**src/rtl/mem_access_pkg.sv**
```systemverilog
// Shared definitions for the memory-stage engine: access opcodes, FSM states,
// and the byte-lane helpers that stores and the load aligner both use.
package mem_access_pkg;

  localparam logic [5:0] OP_LB  = 6'h20;
  localparam logic [5:0] OP_LH  = 6'h21;
  localparam logic [5:0] OP_LW  = 6'h23;
  localparam logic [5:0] OP_LBU = 6'h24;
  localparam logic [5:0] OP_LHU = 6'h25;
  localparam logic [5:0] OP_SB  = 6'h28;
  localparam logic [5:0] OP_SH  = 6'h29;
  localparam logic [5:0] OP_SW  = 6'h2B;

  typedef enum logic [1:0] {
    ST_IDLE = 2'd0,
    ST_WAIT = 2'd1,
    ST_DONE = 2'd2
  } memState_t;

  // sizeLog2: 0 = byte, 1 = half, 2 = word
  typedef struct packed {
    logic       legal;
    logic       isLoad;
    logic [1:0] sizeLog2;
  } opInfo_t;

  // A load code is only legal with MemRead alone, a store code with MemWrite alone.
  function automatic opInfo_t decodeOp(input logic [5:0] op, input logic rd, input logic wr);
    opInfo_t info;
    info = '0;
    case (op)
      OP_LB, OP_LBU: begin info.legal = rd & ~wr; info.isLoad = 1'b1; info.sizeLog2 = 2'd0; end
      OP_LH, OP_LHU: begin info.legal = rd & ~wr; info.isLoad = 1'b1; info.sizeLog2 = 2'd1; end
      OP_LW:         begin info.legal = rd & ~wr; info.isLoad = 1'b1; info.sizeLog2 = 2'd2; end
      OP_SB:         begin info.legal = wr & ~rd; info.sizeLog2 = 2'd0; end
      OP_SH:         begin info.legal = wr & ~rd; info.sizeLog2 = 2'd1; end
      OP_SW:         begin info.legal = wr & ~rd; info.sizeLog2 = 2'd2; end
      default:       info = '0;
    endcase
    return info;
  endfunction

  function automatic logic isAligned(input logic [1:0] sizeLog2, input logic [1:0] offset);
    case (sizeLog2)
      2'd0:    return 1'b1;
      2'd1:    return ~offset[0];
      default: return offset == 2'd0;
    endcase
  endfunction

  function automatic logic [3:0] laneEnables(input logic [1:0] sizeLog2, input logic [1:0] offset);
    case (sizeLog2)
      2'd0:    return 4'b0001 << offset;
      2'd1:    return offset[1] ? 4'b1100 : 4'b0011;
      default: return 4'b1111;
    endcase
  endfunction

  function automatic logic [31:0] replicateStore(input logic [1:0] sizeLog2, input logic [31:0] data);
    case (sizeLog2)
      2'd0:    return {4{data[7:0]}};
      2'd1:    return {2{data[15:0]}};
      default: return data;
    endcase
  endfunction

  function automatic logic [31:0] alignLoad(input logic [31:0] rdata, input logic [1:0] offset,
                                            input logic [5:0] op);
    logic [31:0] shifted;
    logic [15:0] half;
    shifted = rdata >> {offset, 3'b000};
    half    = offset[1] ? rdata[31:16] : rdata[15:0];
    case (op)
      OP_LB:   return {{24{shifted[7]}}, shifted[7:0]};
      OP_LBU:  return {24'd0, shifted[7:0]};
      OP_LH:   return {{16{half[15]}}, half};
      OP_LHU:  return {16'd0, half};
      default: return rdata;
    endcase
  endfunction

endpackage

```
**src/rtl/mem_access_unit_load_aligner.sv**
```systemverilog
// Combinational load aligner: picks the addressed lane(s) out of the memory word
// and sign/zero-extends them according to the load type.
module load_aligner
  import mem_access_pkg::*;
(
  input  logic [31:0] memRdata,
  input  logic [1:0]  byteOffset,
  input  logic [5:0]  memControl,
  output logic [31:0] loadData
);

  assign loadData = alignLoad(memRdata, byteOffset, memControl);

endmodule

```
**src/rtl/mem_access_unit.sv**
```systemverilog
// Memory-stage engine: issues loads/stores over a req/ack port, stalls upstream until
// the ack arrives (issue cycle + wait cycles), then presents the result for one DONE cycle.
module mem_access_unit
  import mem_access_pkg::*;
(
  input  logic        CLOCK,
  input  logic        RESET,
  input  logic [31:0] MemWriteData_IN,
  input  logic [5:0]  MemControl_IN,
  input  logic        MemRead_IN,
  input  logic        MemWrite_IN,
  input  logic [31:0] ALUResult_IN,
  input  logic [4:0]  WriteRegister_IN,
  input  logic        WriteEnable_IN,
  output logic        MEM_REQ,
  output logic        MEM_WE,
  output logic [31:0] MEM_ADDR,
  output logic [3:0]  MEM_BE,
  output logic [31:0] MEM_WDATA,
  input  logic        MEM_ACK,
  input  logic [31:0] MEM_RDATA,
  output logic [31:0] WriteData_OUT,
  output logic [4:0]  WriteRegister_OUT,
  output logic        WriteEnable_OUT,
  output logic        STALL_OUT,
  output logic        ADDR_ERR_OUT
);

  memState_t   state;
  opInfo_t     opInfo;
  logic        memOp, accessOk, issueValid;
  logic        stall, addrErr;
  logic [31:0] reqAddr, reqWdata;
  logic [3:0]  reqBe;

  logic [31:0] capAddr, capWdata, loadData;
  logic [3:0]  capBe;
  logic [1:0]  capOffset;
  logic [5:0]  capOp;
  logic        capWe, capIsLoad;

  logic [1:0]  alignOffset;
  logic [5:0]  alignOp;
  logic [31:0] alignedData;

  assign opInfo     = decodeOp(MemControl_IN, MemRead_IN, MemWrite_IN);
  assign memOp      = MemRead_IN | MemWrite_IN;
  assign accessOk   = opInfo.legal & isAligned(opInfo.sizeLog2, ALUResult_IN[1:0]);
  assign issueValid = (state == ST_IDLE) & memOp & accessOk;

  assign reqAddr  = {ALUResult_IN[31:2], 2'b00};
  assign reqBe    = laneEnables(opInfo.sizeLog2, ALUResult_IN[1:0]);
  assign reqWdata = replicateStore(opInfo.sizeLog2, MemWriteData_IN);

  // An ack in the issue cycle is aligned against the live inputs; later acks use the captured copy.
  assign alignOffset = (state == ST_IDLE) ? ALUResult_IN[1:0] : capOffset;
  assign alignOp     = (state == ST_IDLE) ? MemControl_IN     : capOp;

  load_aligner uAligner (
    .memRdata   (MEM_RDATA),
    .byteOffset (alignOffset),
    .memControl (alignOp),
    .loadData   (alignedData)
  );

  always_ff @(posedge CLOCK) begin
    if (RESET) begin
      state     <= ST_IDLE;
      capAddr   <= '0;
      capWdata  <= '0;
      capBe     <= '0;
      capOffset <= '0;
      capOp     <= '0;
      capWe     <= 1'b0;
      capIsLoad <= 1'b0;
      loadData  <= '0;
    end else begin
      case (state)
        ST_IDLE: begin
          if (issueValid) begin
            capAddr   <= reqAddr;
            capWdata  <= reqWdata;
            capBe     <= reqBe;
            capOffset <= ALUResult_IN[1:0];
            capOp     <= MemControl_IN;
            capWe     <= MemWrite_IN;
            capIsLoad <= opInfo.isLoad;
            if (MEM_ACK) begin
              loadData <= alignedData;
              state    <= ST_DONE;
            end else begin
              state    <= ST_WAIT;
            end
          end
        end
        ST_WAIT: begin
          if (MEM_ACK) begin
            loadData <= alignedData;
            state    <= ST_DONE;
          end
        end
        ST_DONE: state <= ST_IDLE;
        default: state <= ST_IDLE;
      endcase
    end
  end

  always_comb begin
    MEM_REQ       = 1'b0;
    MEM_WE        = MemWrite_IN;
    MEM_ADDR      = reqAddr;
    MEM_BE        = reqBe;
    MEM_WDATA     = reqWdata;
    stall         = 1'b0;
    addrErr       = 1'b0;
    WriteData_OUT = ALUResult_IN;
    case (state)
      ST_IDLE: begin
        MEM_REQ = issueValid;
        stall   = issueValid;
        addrErr = memOp & ~accessOk;
      end
      ST_WAIT: begin
        MEM_REQ   = 1'b1;
        MEM_WE    = capWe;
        MEM_ADDR  = capAddr;
        MEM_BE    = capBe;
        MEM_WDATA = capWdata;
        stall     = 1'b1;
      end
      ST_DONE: begin
        MEM_WE    = capWe;
        MEM_ADDR  = capAddr;
        MEM_BE    = capBe;
        MEM_WDATA = capWdata;
        if (capIsLoad) WriteData_OUT = loadData;
      end
      default: ;
    endcase
    if (RESET) begin
      MEM_REQ = 1'b0;
      stall   = 1'b0;
      addrErr = 1'b0;
    end
  end

  assign STALL_OUT         = stall;
  assign ADDR_ERR_OUT      = addrErr;
  assign WriteRegister_OUT = WriteRegister_IN;
  assign WriteEnable_OUT   = WriteEnable_IN & ~stall & ~addrErr & ~RESET;

endmodule

```
**config.mk**
```make
export PLATFORM = sky130hd
export DESIGN_NAME = mem_access_unit
export DESIGN_NICKNAME = d
export VERILOG_FILES = /design/src/rtl/mem_access_pkg.sv /design/src/rtl/mem_access_unit_load_aligner.sv /design/src/rtl/mem_access_unit.sv
export SDC_FILE = /design/constraint.sdc
export NUM_CORES = 1
export LEC_CHECK = 0
export BUFFER_PORTS_ARGS = -buffer_cell sky130_fd_sc_hd__buf_2
export CAP_MARGIN = 20
export CORE_MARGIN = 1
export CORE_UTILIZATION = 50
export DETAILED_ROUTE_END_ITERATION = 16
export GPL_TIMING_DRIVEN = 0
export PLACE_DENSITY_LB_ADDON = 0.12
export SYNTH_ARGS = -nofsm -noshare
export SYNTH_HDL_FRONTEND = slang
export SYNTH_HIERARCHICAL = 1
export SYNTH_SLANG_ARGS = --single-unit
```
**constraint.sdc**
```tcl
create_clock -name CLOCK -period 7.2 [get_ports CLOCK]
set_clock_uncertainty 0.2 [all_clocks]
set_input_delay 1.44 -clock CLOCK [delete_from_list [all_inputs] [get_ports CLOCK]]
set_output_delay 1.44 -clock CLOCK [all_outputs]
set_load 0.05 [all_outputs]
```
==> results of run 1 <==
## cells in the mapped netlist, types with 11 or more instances
| cell type | count |
|---|---|
| a21oi_1 | 58 |
| a22o_1 | 32 |
| buf_2 | 23 |
| buf_4 | 12 |
| clkbuf_1 | 20 |
| dfxtp_1 | 110 |
| inv_1 | 15 |
| mux2_2 | 123 |
| nand2_1 | 137 |
| nand2b_1 | 12 |
| nor2_1 | 64 |
| nor3_1 | 21 |
| o21ai_0 | 11 |
## cells by family after synthesis
kind of cell	Yosys count
compound gates	156
mux	132
buf+inv	79
fa+ha+maj	3
flops	110
other cells	1
simple gates	257
## worst max-delay path, stage by stage
cell and delay [ns]:
buf_2 0.21, nor2b_1 0.16, clkbuf_1 0.37, and2_0 0.35, buf_2 0.28, mux2_2 0.37
mux2_2 0.26, buf_2 0.21
## power by group through the flow
stage               Clock (mW)  Combinational (mW)  Sequential (mW)
CTS                      0.498               0.394            0.622
finish                   0.490               0.396            0.622
floorplan                    0               0.286            0.634
global route             0.526               0.417            0.623
global placement             0               0.392            0.636
detailed placement           0               0.392            0.636
## routing by layer
| layer | wire [um] | GRT usage [%] |
|---|---|---|
| met1 | 8680 | 39.7 |
| met2 | 8390 | 44.4 |
| met3 | 1400 | 6.88 |
| met4 | 344 | 8.40 |
| met5 | 13 | 0 |
## sequential cells by signal, indices dropped and copies added (netlist names)
register   flops
loadData      32
capOffset      2
capBe          4
capWdata      32
capAddr       30
state          2
capWe          1
capIsLoad      1
capOp          6
## cell usage in the layout (no fill, tap or decap), types with 2 or more instances in the layout
cell	netlist	final
dfxtp_1	110	110
buf_4	12	12
a2111oi_2	2	2
ha_1	3	3
clkinvlp_4	0	2
nor4bb_1	2	2
and3_1	4	4
a211oi_1	9	9
clkbuf_1	20	22
o21ai_0	11	11
nand2b_1	12	12
nor2_1	64	64
a22o_1	32	32
clkbuf_16	0	9
inv_1	15	15
nand2_1	137	137
buf_2	23	237
mux2_2	123	123
conb_1	1	2
nand3_1	3	3
a31oi_1	5	5
buf_1	9	9
o211a_1	7	7
a311oi_1	4	4
clkbuf_8	0	3
mux2i_1	9	9
o22ai_1	9	9
nor2b_1	4	4
a211oi_2	2	2
nor3_1	21	21
a22oi_1	8	8
a21oi_1	58	58
## area by class of cell
class                           count  area share [%]
Buffer                             64            3.98
Inverter                           15           0.714
Tap cell                          168            2.67
Multi-Input combinational cell    550            47.4
Sequential cell                   110            27.9
Clock inverter                      2           0.191
Timing Repair Buffer              214            13.6
Clock buffer                       14            3.48
Antenna cell                        1          0.0318
## stage by stage
stage | setup WS, ns | util (%)
after floorplan | 1.94 | -
after CTS | 1.94 | 64.8
after global placement | 1.95 | 62.4
after detailed placement | 1.95 | 62.4
after global routing | 1.80 | 64.8
final | 1.90 | 64.8
## final timing paths
| path | slack [ns] | from | to |
|---|---|---|---|
| max | 1.90 | MemControl_IN[1] | MEM_WDATA[21] |
| min | 0.25 | capAddr[26]$_SDFFE_PP0P_ | capAddr[26]$_SDFFE_PP0P_ |
| max reg2reg | 3.63 | state[0]$_SDFFE_PP0P_ | loadData[9]$_SDFFE_PP0P_ |
| min reg2reg | 0.25 | capAddr[26]$_SDFFE_PP0P_ | capAddr[26]$_SDFFE_PP0P_ |
==> qor.yml, run 1 <==
clocking:
  clockBufferDepth: 2
  clk_pin_slew_ns: 0.07
  cts_resized: 0
  htreeDepth: 3
  cts_tree: "yes"
  cts_sinks: 110
  insertion_delay_ns: 0.35
  hold_buffers: 0
  root_buffer: "clkbuf_16"
  postCtsSetupRepairBufs: 0
  cts_buffers: 9
sta:
  hold-worst-slack_ns: 0.250
  max-slew-margin-rel_pct: 41.6
  grt_setup_unrepaired: "no"
  post-route-period-util_pct: 73.6
  finalCriticalPeriod_ns: 5.30
  setup-violations-final: 0
  hold_viol: 0
  slew_violations: 0
  finalSetupTns_ns: 0
  tightest_slew_ns: 0.876
  fmax_ghz: 0.189
worst_hold_path:
  hold-path-cell-count: 2
  min_path_type: "reg2reg"
power:
  internal-power_mw: 1.00
  p_seq_share_pct: 41.3
  pwr-share-clk_pct: 32.5
  combPwrFrac_pct: 26.2
  swShare_pct: 33.4
  totalPowerFinal_mw: 1.51
  peakVddDrop_v: 0.000203
  p_per_area_mw_per_mm2: 191
  p_sw_uw: 503
  p_leak_nw: 3.44
synth:
  synthArstFlopShare_pct: 0
  synth_top_area_share_pct: 34.9
  ys_warn_count: 6
  synth_ff_type: "dfxtp_1"
  synth-edff-count: 0
  ys_seq_area_share_pct: 34.9
  synthAdderAreaFrac_pct: 0.595
  synth_top_family_by_area: "multiplexers"
  ys_types: 48
  ys_ff_latch: 110
  synth_area_per_cell_um2: 8.54
  synth_mux_area_share_pct: 23.4
  synthSimpleGateAreaFrac_pct: 17.7
  synthXorXnorAreaFrac_pct: 0
  netlist_area_mm2: 0.00630
  yosys.area.top_type: "dfxtp_1"
  synth_area_leaders: "dfxtp_1, mux2_2, nand2_1"
  synth_compound_area_share_pct: 17.4
  synth_cells: 738
worst_setup_path:
  rr_worst_depth: 9
  startpoint_type: "input pin"
  endpoint_kind: "primary output"
  cp_max_fo: 10
  cp.arrival_ns: 3.66
  cp.required_ns: 5.56
  crit_type: "in2out"
finish:
  final_cell_area_mm2: 0.00788
  drive_gt1_share_pct: 40.9
  fin_cells: 1138
  seq_area_mm2: 0.00220
  nFillCells: 1116
  syn_to_final_growth_pct: 25.0
  finalNetCount: 1080
  multiInputGateArea_mm2: 0.00374
floorplan:
  placementRows: 40
  core_area_mm2: 0.0122
  die_area_mm2: 0.0131
  start_util_pct: 51.8
  io_pins: 223
  die_h_um: 114
  fp.dieW_um: 114
route:
  vias_per_cell: 5.39
  ant_nets: 0
  wirelength_mm: 18.8
  drc: 0
  num_vias: 6130
  dr.pass1.iters: 5
  drt_iter0_drc: 354
  wire_per_inst_um: 16.5
grt:
  grt_pass1_vias: 5485
  grt_pass1_wl_mm: 28.8
  grt_start_max_net_pins: 17
  grt_use_total_pct: 28.8
  gr-total-overflow: 0
  grt_antenna_before_repair: 2
placement:
  hpwl_mm: 14.2
  placement.io_buffers: 214
  placed_cells: 1121
  post_dp_cell_area_mm2: 0.00759
  place_congestion: 0.930
status:
  status: "complete, no violations"
run:
  drv_cap: 0
(Power assumes the default switching activity.)
==> run 2, diff against run 1 <==
--- a/config.mk
+++ b/config.mk
@@ -8,7 +8,7 @@
 export BUFFER_PORTS_ARGS = -buffer_cell sky130_fd_sc_hd__buf_2
 export CAP_MARGIN = 20
 export CORE_MARGIN = 1
-export CORE_UTILIZATION = 50
+export CORE_UTILIZATION = 46
 export DETAILED_ROUTE_END_ITERATION = 16
 export GPL_TIMING_DRIVEN = 0
 export PLACE_DENSITY_LB_ADDON = 0.12
==> constraint.sdc (replaced) <==
create_clock -name CLOCK -period 4.8 [get_ports CLOCK]
set_clock_uncertainty 0.2 [all_clocks]
set_input_delay 0.96 -clock CLOCK [delete_from_list [all_inputs] [get_ports CLOCK]]
set_output_delay 0.96 -clock CLOCK [all_outputs]
set_load 0.05 [all_outputs]
==> run 2 against run 1 <==
Clock power up 72%. Die area grew 8.5%. Routed wire length increased by 3.7%. Non-clock buffer count is the same. Design area grew 0.65%. Core utilization is 5.1 points lower. Sequential power grew 50%. Via count up 0.85%. Largest cell class unchanged. Clock-buffer cell count is 4 lower. Highest routed layer is now met4. Sequential share of layout area is 0.18 points lower. Power increased by 57%. Hold slack improved by 0.0016 ns.
==> qor.yml, run 2 (synthesis results as in run 1) <==
worst_setup_path:
  r2r-start: "state[1]$_SDFFE_PP0P_"  # was state[0]$_SDFFE_PP0P_
  cp_slowest_cell: "mux2_2"  # was clkbuf_1
  rr_worst_depth: 9  # unchanged
  cp.required_ns: 3.64  # was 5.56 ns
  cp_max_fo: 10  # unchanged
  crit_type: "in2out"  # unchanged
  reg2reg_to: "loadData[9]$_SDFFE_PP0P_"  # unchanged
  cp.arrival_ns: 3.20  # was 3.66 ns
  path_common_cell: "buf_2"  # unchanged
  reg2reg_setup_slack_ns: 1.24  # was 3.63 ns
  cp_cell_sequence: "buf_2 > nor2b_1 > clkbuf_1 > and2_0 > buf_2 > mux2_2 > mux2_2 > buf_2"  # unchanged
  path_delay_family: "buffers and inverters"  # unchanged
  max_stage_delay_ns: 0.37  # about the same
  cp_num_buf_inv: 4  # unchanged
  endpoint_kind: "primary output"  # unchanged
  startpoint_type: "input pin"  # unchanged
placement:
  placement.io_buffers: 214  # unchanged
  post_dp_cell_area_mm2: 0.00760  # was 0.00759 mm2
  place_congestion: 0.904  # was 0.930
  hpwl_mm: 14.7  # was 14.2 mm
finish:
  layout_commonest_cell: "buf_2"  # unchanged
  mostFrequentLayoutCells: "buf_2, nand2_1, mux2_2, dfxtp_1, nor2_1"  # unchanged
  diodes: 0  # was 1
  reg_top3: "capWdata (32), loadData (32), capAddr (30)"  # unchanged
  drive_gt1_share_pct: 41.1  # was 40.9%
  nFillCells: 1248  # was 1116
  syn_to_final_growth_pct: 25.8  # was 25.0%
  final_cell_area_mm2: 0.00793  # was 0.00788 mm2
  finalNetCount: 1080  # unchanged
floorplan:
  core_area_mm2: 0.0133  # was 0.0122 mm2
  die_h_um: 119  # was 114 um
  io_pins: 223  # unchanged
  start_util_pct: 47.4  # was 51.8%
  die_area_mm2: 0.0142  # was 0.0131 mm2
  placementRows: 42  # was 40
  fp.dieW_um: 119  # was 114 um
grt:
  grt_antenna_before_repair: 0  # was 2
  grt_pass1_wl_mm: 29.9  # was 28.8 mm
  gr-total-overflow: 0  # unchanged
  grt_pass1_vias: 5564  # was 5485
  grt_start_max_net_pins: 19  # was 17
  grt_use_total_pct: 27.1  # was 28.8%
sta:
  slew_violations: 0  # unchanged
  grt_setup_unrepaired: "no"  # unchanged
  fmax_ghz: 0.229
  tightest_slew_ns: 0.898  # was 0.876 ns
  setup-violations-final: 0  # unchanged
  finalCriticalPeriod_ns: 4.36
  hold_viol: 0  # unchanged
  finalSetupTns_ns: 0  # unchanged
  hold-worst-slack_ns: 0.252  # was 0.250 ns
  max-slew-margin-rel_pct: 40.1  # was 41.6%
  post-route-period-util_pct: 90.9
worst_hold_path:
  hold-path-cell-count: 2  # unchanged
  hold_end: "capAddr[27]$_SDFFE_PP0P_"  # was capAddr[26]$_SDFFE_PP0P_
  min_path_type: "reg2reg"  # unchanged
  hold_start: "capAddr[27]$_SDFFE_PP0P_"  # was capAddr[26]$_SDFFE_PP0P_
clocking:
  cts_tree: "yes"  # unchanged
  cts_sinks: 110  # unchanged
  cts_buffers: 9  # unchanged
  htreeDepth: 3  # unchanged
  postCtsSetupRepairBufs: 0  # unchanged
  root_buffer: "clkbuf_16"  # unchanged
  insertion_delay_ns: 0.36  # was 0.35 ns
  clk_pin_slew_ns: 0.07  # about the same
  clockBufferDepth: 2  # unchanged
  cts_resized: 0  # unchanged
  hold_buffers: 0  # unchanged
power:
  peakVddDrop_v: 0.000342  # was 0.000203 V
  p_per_area_mw_per_mm2: 298  # was 191 mW/mm2
  p_leak_nw: 3.47  # was 3.44 nW
status:
  status: "complete, no violations"  # unchanged
route:
  dr.pass1.iters: 4  # was 5
  drc: 0  # unchanged
  num_vias: 6182  # was 6130
  drt_iter0_drc: 390  # was 354
  vias_per_cell: 5.40  # was 5.39
  ant_nets: 0  # unchanged
  wirelength_mm: 19.5  # was 18.8 mm
  wire_per_inst_um: 17.1  # was 16.5 um
run:
  drv_cap: 0  # unchanged
## run 2: cell types whose count changed in the layout (fill, tap and decap cells not counted)
cell        change
inv_8           +1
clkinvlp_4      -2
bufinv_16       +2
diode_2         -1
clkbuf_8        -2
clkinv_2        +1
clkbuf_1        -2
clkinv_4        +2
## run 2: stage by stage
| step | util [%] | std cells | worst slack, ns | power [mW] |
|---|---|---|---|---|
| 6_report | 59.7 | 1145 | 0.437 | 2.37 |
| 2_1_floorplan | - | 739 | 0.500 | 1.38 |
| 3_5_place_dp | 57.2 | 1129 | 0.446 | 1.54 |
| 3_3_place_gp | 57.2 | 1129 | 0.458 | 1.54 |
| 4_1_cts | 59.7 | 1145 | 0.431 | 2.38 |
| 5_1_grt | 59.7 | 1145 | 0.306 | 2.45 |
## run 2: worst reg2reg max path, stage by stage, from the launching register on
cell	delay (ns)
dfxtp_1	0.34
inv_1	0.09
ha_1	0.27
clkbuf_1	0.46
mux2_2	0.43
or4b_1	0.54
buf_4	0.19
a2111oi_4	0.48
a211oi_1	0.19
a22o_1	0.26
## run 2: worst max-delay path by stage
stage,depth (start not counted),endpoint,from
floorplan,7,STALL_OUT,MemControl_IN[2]
global placement,8,MEM_WDATA[21],MemControl_IN[1]
detailed placement,8,MEM_WDATA[21],MemControl_IN[1]
CTS,8,MEM_WDATA[21],MemControl_IN[1]
global route,8,MEM_WDATA[21],MemControl_IN[1]
finish,8,MEM_WDATA[21],MemControl_IN[1]
## run 2: where the power goes
part	total [mW]	switching [mW]	leakage [nW]	internal, mW
clock network	0.843	0.366	0.165	0.477
logic	0.593	0.408	2.41	0.185
registers	0.933	0.00695	0.888	0.926
## run 2: routing by layer
metal,vias up,routed length [um],global-route usage [%]
li1,3051,-,-
met1,2893,9290,38.4
met2,215,8790,41.8
met3,23,1170,5.60
met4,0,282,6.57
met5,-,0,0
## run 2: cell type report
class	count	area, um2	share of cell area [%]
well taps	176	220	2.78
repair buffers	214	1070	13.5
clock buffers	10	239	3.01
plain buffers	64	314	3.96
inverters	15	56.3	0.710
clock inverters	6	93.8	1.18
flip-flops and latches	110	2200	27.8
multi-input cells	550	3740	47.1
==> run 3, diff against run 2 <==
--- a/config.mk
+++ b/config.mk
@@ -7,11 +7,13 @@
 export LEC_CHECK = 0
 export BUFFER_PORTS_ARGS = -buffer_cell sky130_fd_sc_hd__buf_2
 export CAP_MARGIN = 20
+export CORE_ASPECT_RATIO = 1.2
 export CORE_MARGIN = 1
 export CORE_UTILIZATION = 46
 export DETAILED_ROUTE_END_ITERATION = 16
 export GPL_TIMING_DRIVEN = 0
 export PLACE_DENSITY_LB_ADDON = 0.12
+export RECOVER_POWER = 100
 export SYNTH_ARGS = -nofsm -noshare
 export SYNTH_HDL_FRONTEND = slang
 export SYNTH_HIERARCHICAL = 1
==> run 3 against run 2 <==
Combinational power decreased by 3%. Routed wire length decreased by 0.67%. Die area about the same. Global-route usage about the same. Register-to-register slack improved by 0.04 ns. Clock-buffer cell count increased by 2. Non-clock buffer count unchanged. Design area decreased by 2.1%. Sequential cell count unchanged. Hold slack got worse by 0.0012 ns. Highest routed layer unchanged.
==> qor.yml, run 3 (synthesis results as in run 1) <==
sta:
  finalCriticalPeriod_ns: 4.49  # was 4.36 ns
  setup-violations-final: 0  # unchanged
  max-slew-margin-rel_pct: 44.9  # was 40.1%
  hold_viol: 0  # unchanged
  post-route-period-util_pct: 93.4  # was 90.9%
  slew_violations: 0  # unchanged
  tightest_slew_ns: 0.823  # was 0.898 ns
  fmax_ghz: 0.223  # was 0.229 GHz
  hold-worst-slack_ns: 0.250  # was 0.252 ns
  grt_setup_unrepaired: "no"  # unchanged
  finalSetupTns_ns: 0  # unchanged
clocking:
  cts_tree: "yes"  # unchanged
  cts_sinks: 110  # unchanged
  htreeDepth: 3  # unchanged
  root_buffer: "clkbuf_16"  # unchanged
  clockBufferDepth: 2  # unchanged
  cts_buffers: 9  # unchanged
  postCtsSetupRepairBufs: 0  # unchanged
  hold_buffers: 0  # unchanged
  clk_pin_slew_ns: 0.07  # about the same
  cts_resized: 0  # unchanged
  insertion_delay_ns: 0.35  # was 0.36 ns
grt:
  grt_antenna_before_repair: 1  # was 0
  grt_pass1_wl_mm: 29.3  # was 29.9 mm
  grt_use_total_pct: 27.0  # was 27.1%
  grt_start_max_net_pins: 17  # was 19
  gr-total-overflow: 0  # unchanged
  grt_pass1_vias: 5722  # was 5564
worst_setup_path:
  cp.arrival_ns: 3.33  # was 3.20 ns
  endpoint_kind: "primary output"  # unchanged
  cp.required_ns: 3.64  # about the same
  rr_worst_depth: 9  # unchanged
  cp_num_buf_inv: 4  # unchanged
  cp_max_fo: 10  # unchanged
  reg2reg_setup_slack_ns: 1.28  # was 1.24 ns
  path_common_cell: "clkbuf_1"  # was buf_2
  path_delay_family: "buffers and inverters"  # unchanged
  startpoint_type: "input pin"  # unchanged
  max_stage_delay_ns: 0.45  # was 0.37 ns
  cp_cell_sequence: "clkbuf_1 > nor2b_1 > clkbuf_1 > and2_0 > clkbuf_1 > mux2_2 > mux2_2 > clkbuf_2"  # was buf_2 > nor2b_1 > clkbuf_1 > and2_0 > buf_2 > mux2_2 > mux2_2 > buf_2
  reg2reg_to: "loadData[9]$_SDFFE_PP0P_"  # unchanged
  cp_slowest_cell: "clkbuf_1"  # was mux2_2
  crit_type: "in2out"  # unchanged
  r2r-start: "state[0]$_SDFFE_PP0P_"  # was state[1]$_SDFFE_PP0P_
status:
  status: "complete, no violations"  # unchanged
placement:
  hpwl_mm: 14.8  # was 14.7 mm
  post_dp_cell_area_mm2: 0.00759  # was 0.00760 mm2
  place_congestion: 0.905  # was 0.904
  placement.io_buffers: 214  # unchanged
floorplan:
  placementRows: 46  # was 42
  start_util_pct: 47.4  # unchanged
  fp.dieW_um: 109  # was 119 um
  io_pins: 223  # unchanged
  core_area_mm2: 0.0133  # unchanged
  die_area_mm2: 0.0142  # about the same
  die_h_um: 130  # was 119 um
power:
  peakVddDrop_v: 0.000170  # was 0.000342 V
  p_leak_nw: 3.17  # was 3.47 nW
  p_per_area_mw_per_mm2: 301  # was 298 mW/mm2
finish:
  final_cell_area_mm2: 0.00776  # was 0.00793 mm2
  reg_top3: "capWdata (32), loadData (32), capAddr (30)"  # unchanged
  layout_commonest_cell: "nand2_1"  # was buf_2
  drive_gt1_share_pct: 29.6  # was 41.1%
  finalNetCount: 1080  # unchanged
  mostFrequentLayoutCells: "nand2_1, buf_2, clkbuf_1, mux2_2, dfxtp_1"  # was buf_2, nand2_1, mux2_2, dfxtp_1, nor2_1
  syn_to_final_growth_pct: 23.1  # was 25.8%
route:
  drt_iter0_drc: 403  # was 390
  dr.pass1.iters: 4  # unchanged
  drc: 0  # unchanged
  wirelength_mm: 19.4  # was 19.5 mm
  vias_per_cell: 5.40  # about the same
  num_vias: 6148  # was 6182
  ant_nets: 0  # unchanged
  wire_per_inst_um: 17.0  # was 17.1 um
worst_hold_path:
  hold_end: "capAddr[9]$_SDFFE_PP0P_"  # was capAddr[27]$_SDFFE_PP0P_
  min_path_type: "reg2reg"  # unchanged
  hold-path-cell-count: 2  # unchanged
  hold_start: "capAddr[9]$_SDFFE_PP0P_"  # was capAddr[27]$_SDFFE_PP0P_
run:
  drv_cap: 0  # unchanged
## run 3: power breakdown
group	total, mW	internal [mW]	switching (mW)
sequential	0.933	0.926	0.00697
combinational	0.577	0.169	0.409
clock	0.829	0.484	0.345
## run 3: area by class of cell
cell class / count / area (um2)
Antenna cell: 2 / 5.00
Buffer: 64 / 292
Clock buffer: 12 / 256
Clock inverter: 3 / 67.6
Fill cell: 1323 / 5530
Inverter: 15 / 56.3
Multi-Input combinational cell: 550 / 3710
Sequential cell: 110 / 2200
Tap cell: 168 / 210
Timing Repair Buffer: 214 / 961
## run 3: tightest hold or removal path, delay by kind of cell, from the launching register on
kind / cells / cell delay (ns)
and+or+nand+nor: 1 / 0.05
AOI/OAI and AO/OA: 1 / 0.05
DFF: 1 / 0.31
## run 3: how the worst max path moves through the flow
stage / startpoint / slack (ns) / end / cells past startpoint
after floorplan: MemControl_IN[2] / 0.50 / STALL_OUT / 7
after global placement: MemControl_IN[1] / 0.51 / MEM_WDATA[20] / 8
after detailed placement: MemControl_IN[2] / 0.47 / STALL_OUT / 9
after CTS: MemControl_IN[2] / 0.44 / STALL_OUT / 9
after global routing: MemControl_IN[2] / 0.15 / MEM_WDATA[23] / 8
final: MemControl_IN[2] / 0.31 / MEM_WDATA[22] / 8
## run 3: metal layers
layer,track usage [%],routed length [um],vias to the layer above
met5,0,0,-
met4,11.7,556,0
met3,4.40,1290,31
met2,47.7,9310,259
met1,32.2,8240,2808
li1,-,-,3050
## run 3: through the flow
step                setup slack, ns  power (mW)  std cells  util (%)
finish                        0.315        2.34       1138      58.4
CTS                           0.438        2.36       1136      59.5
detailed placement            0.466        1.55       1121      57.1
global placement              0.513        1.54       1121      57.1
floorplan                     0.500        1.38        739         -
global route                  0.147        2.42       1136      58.3
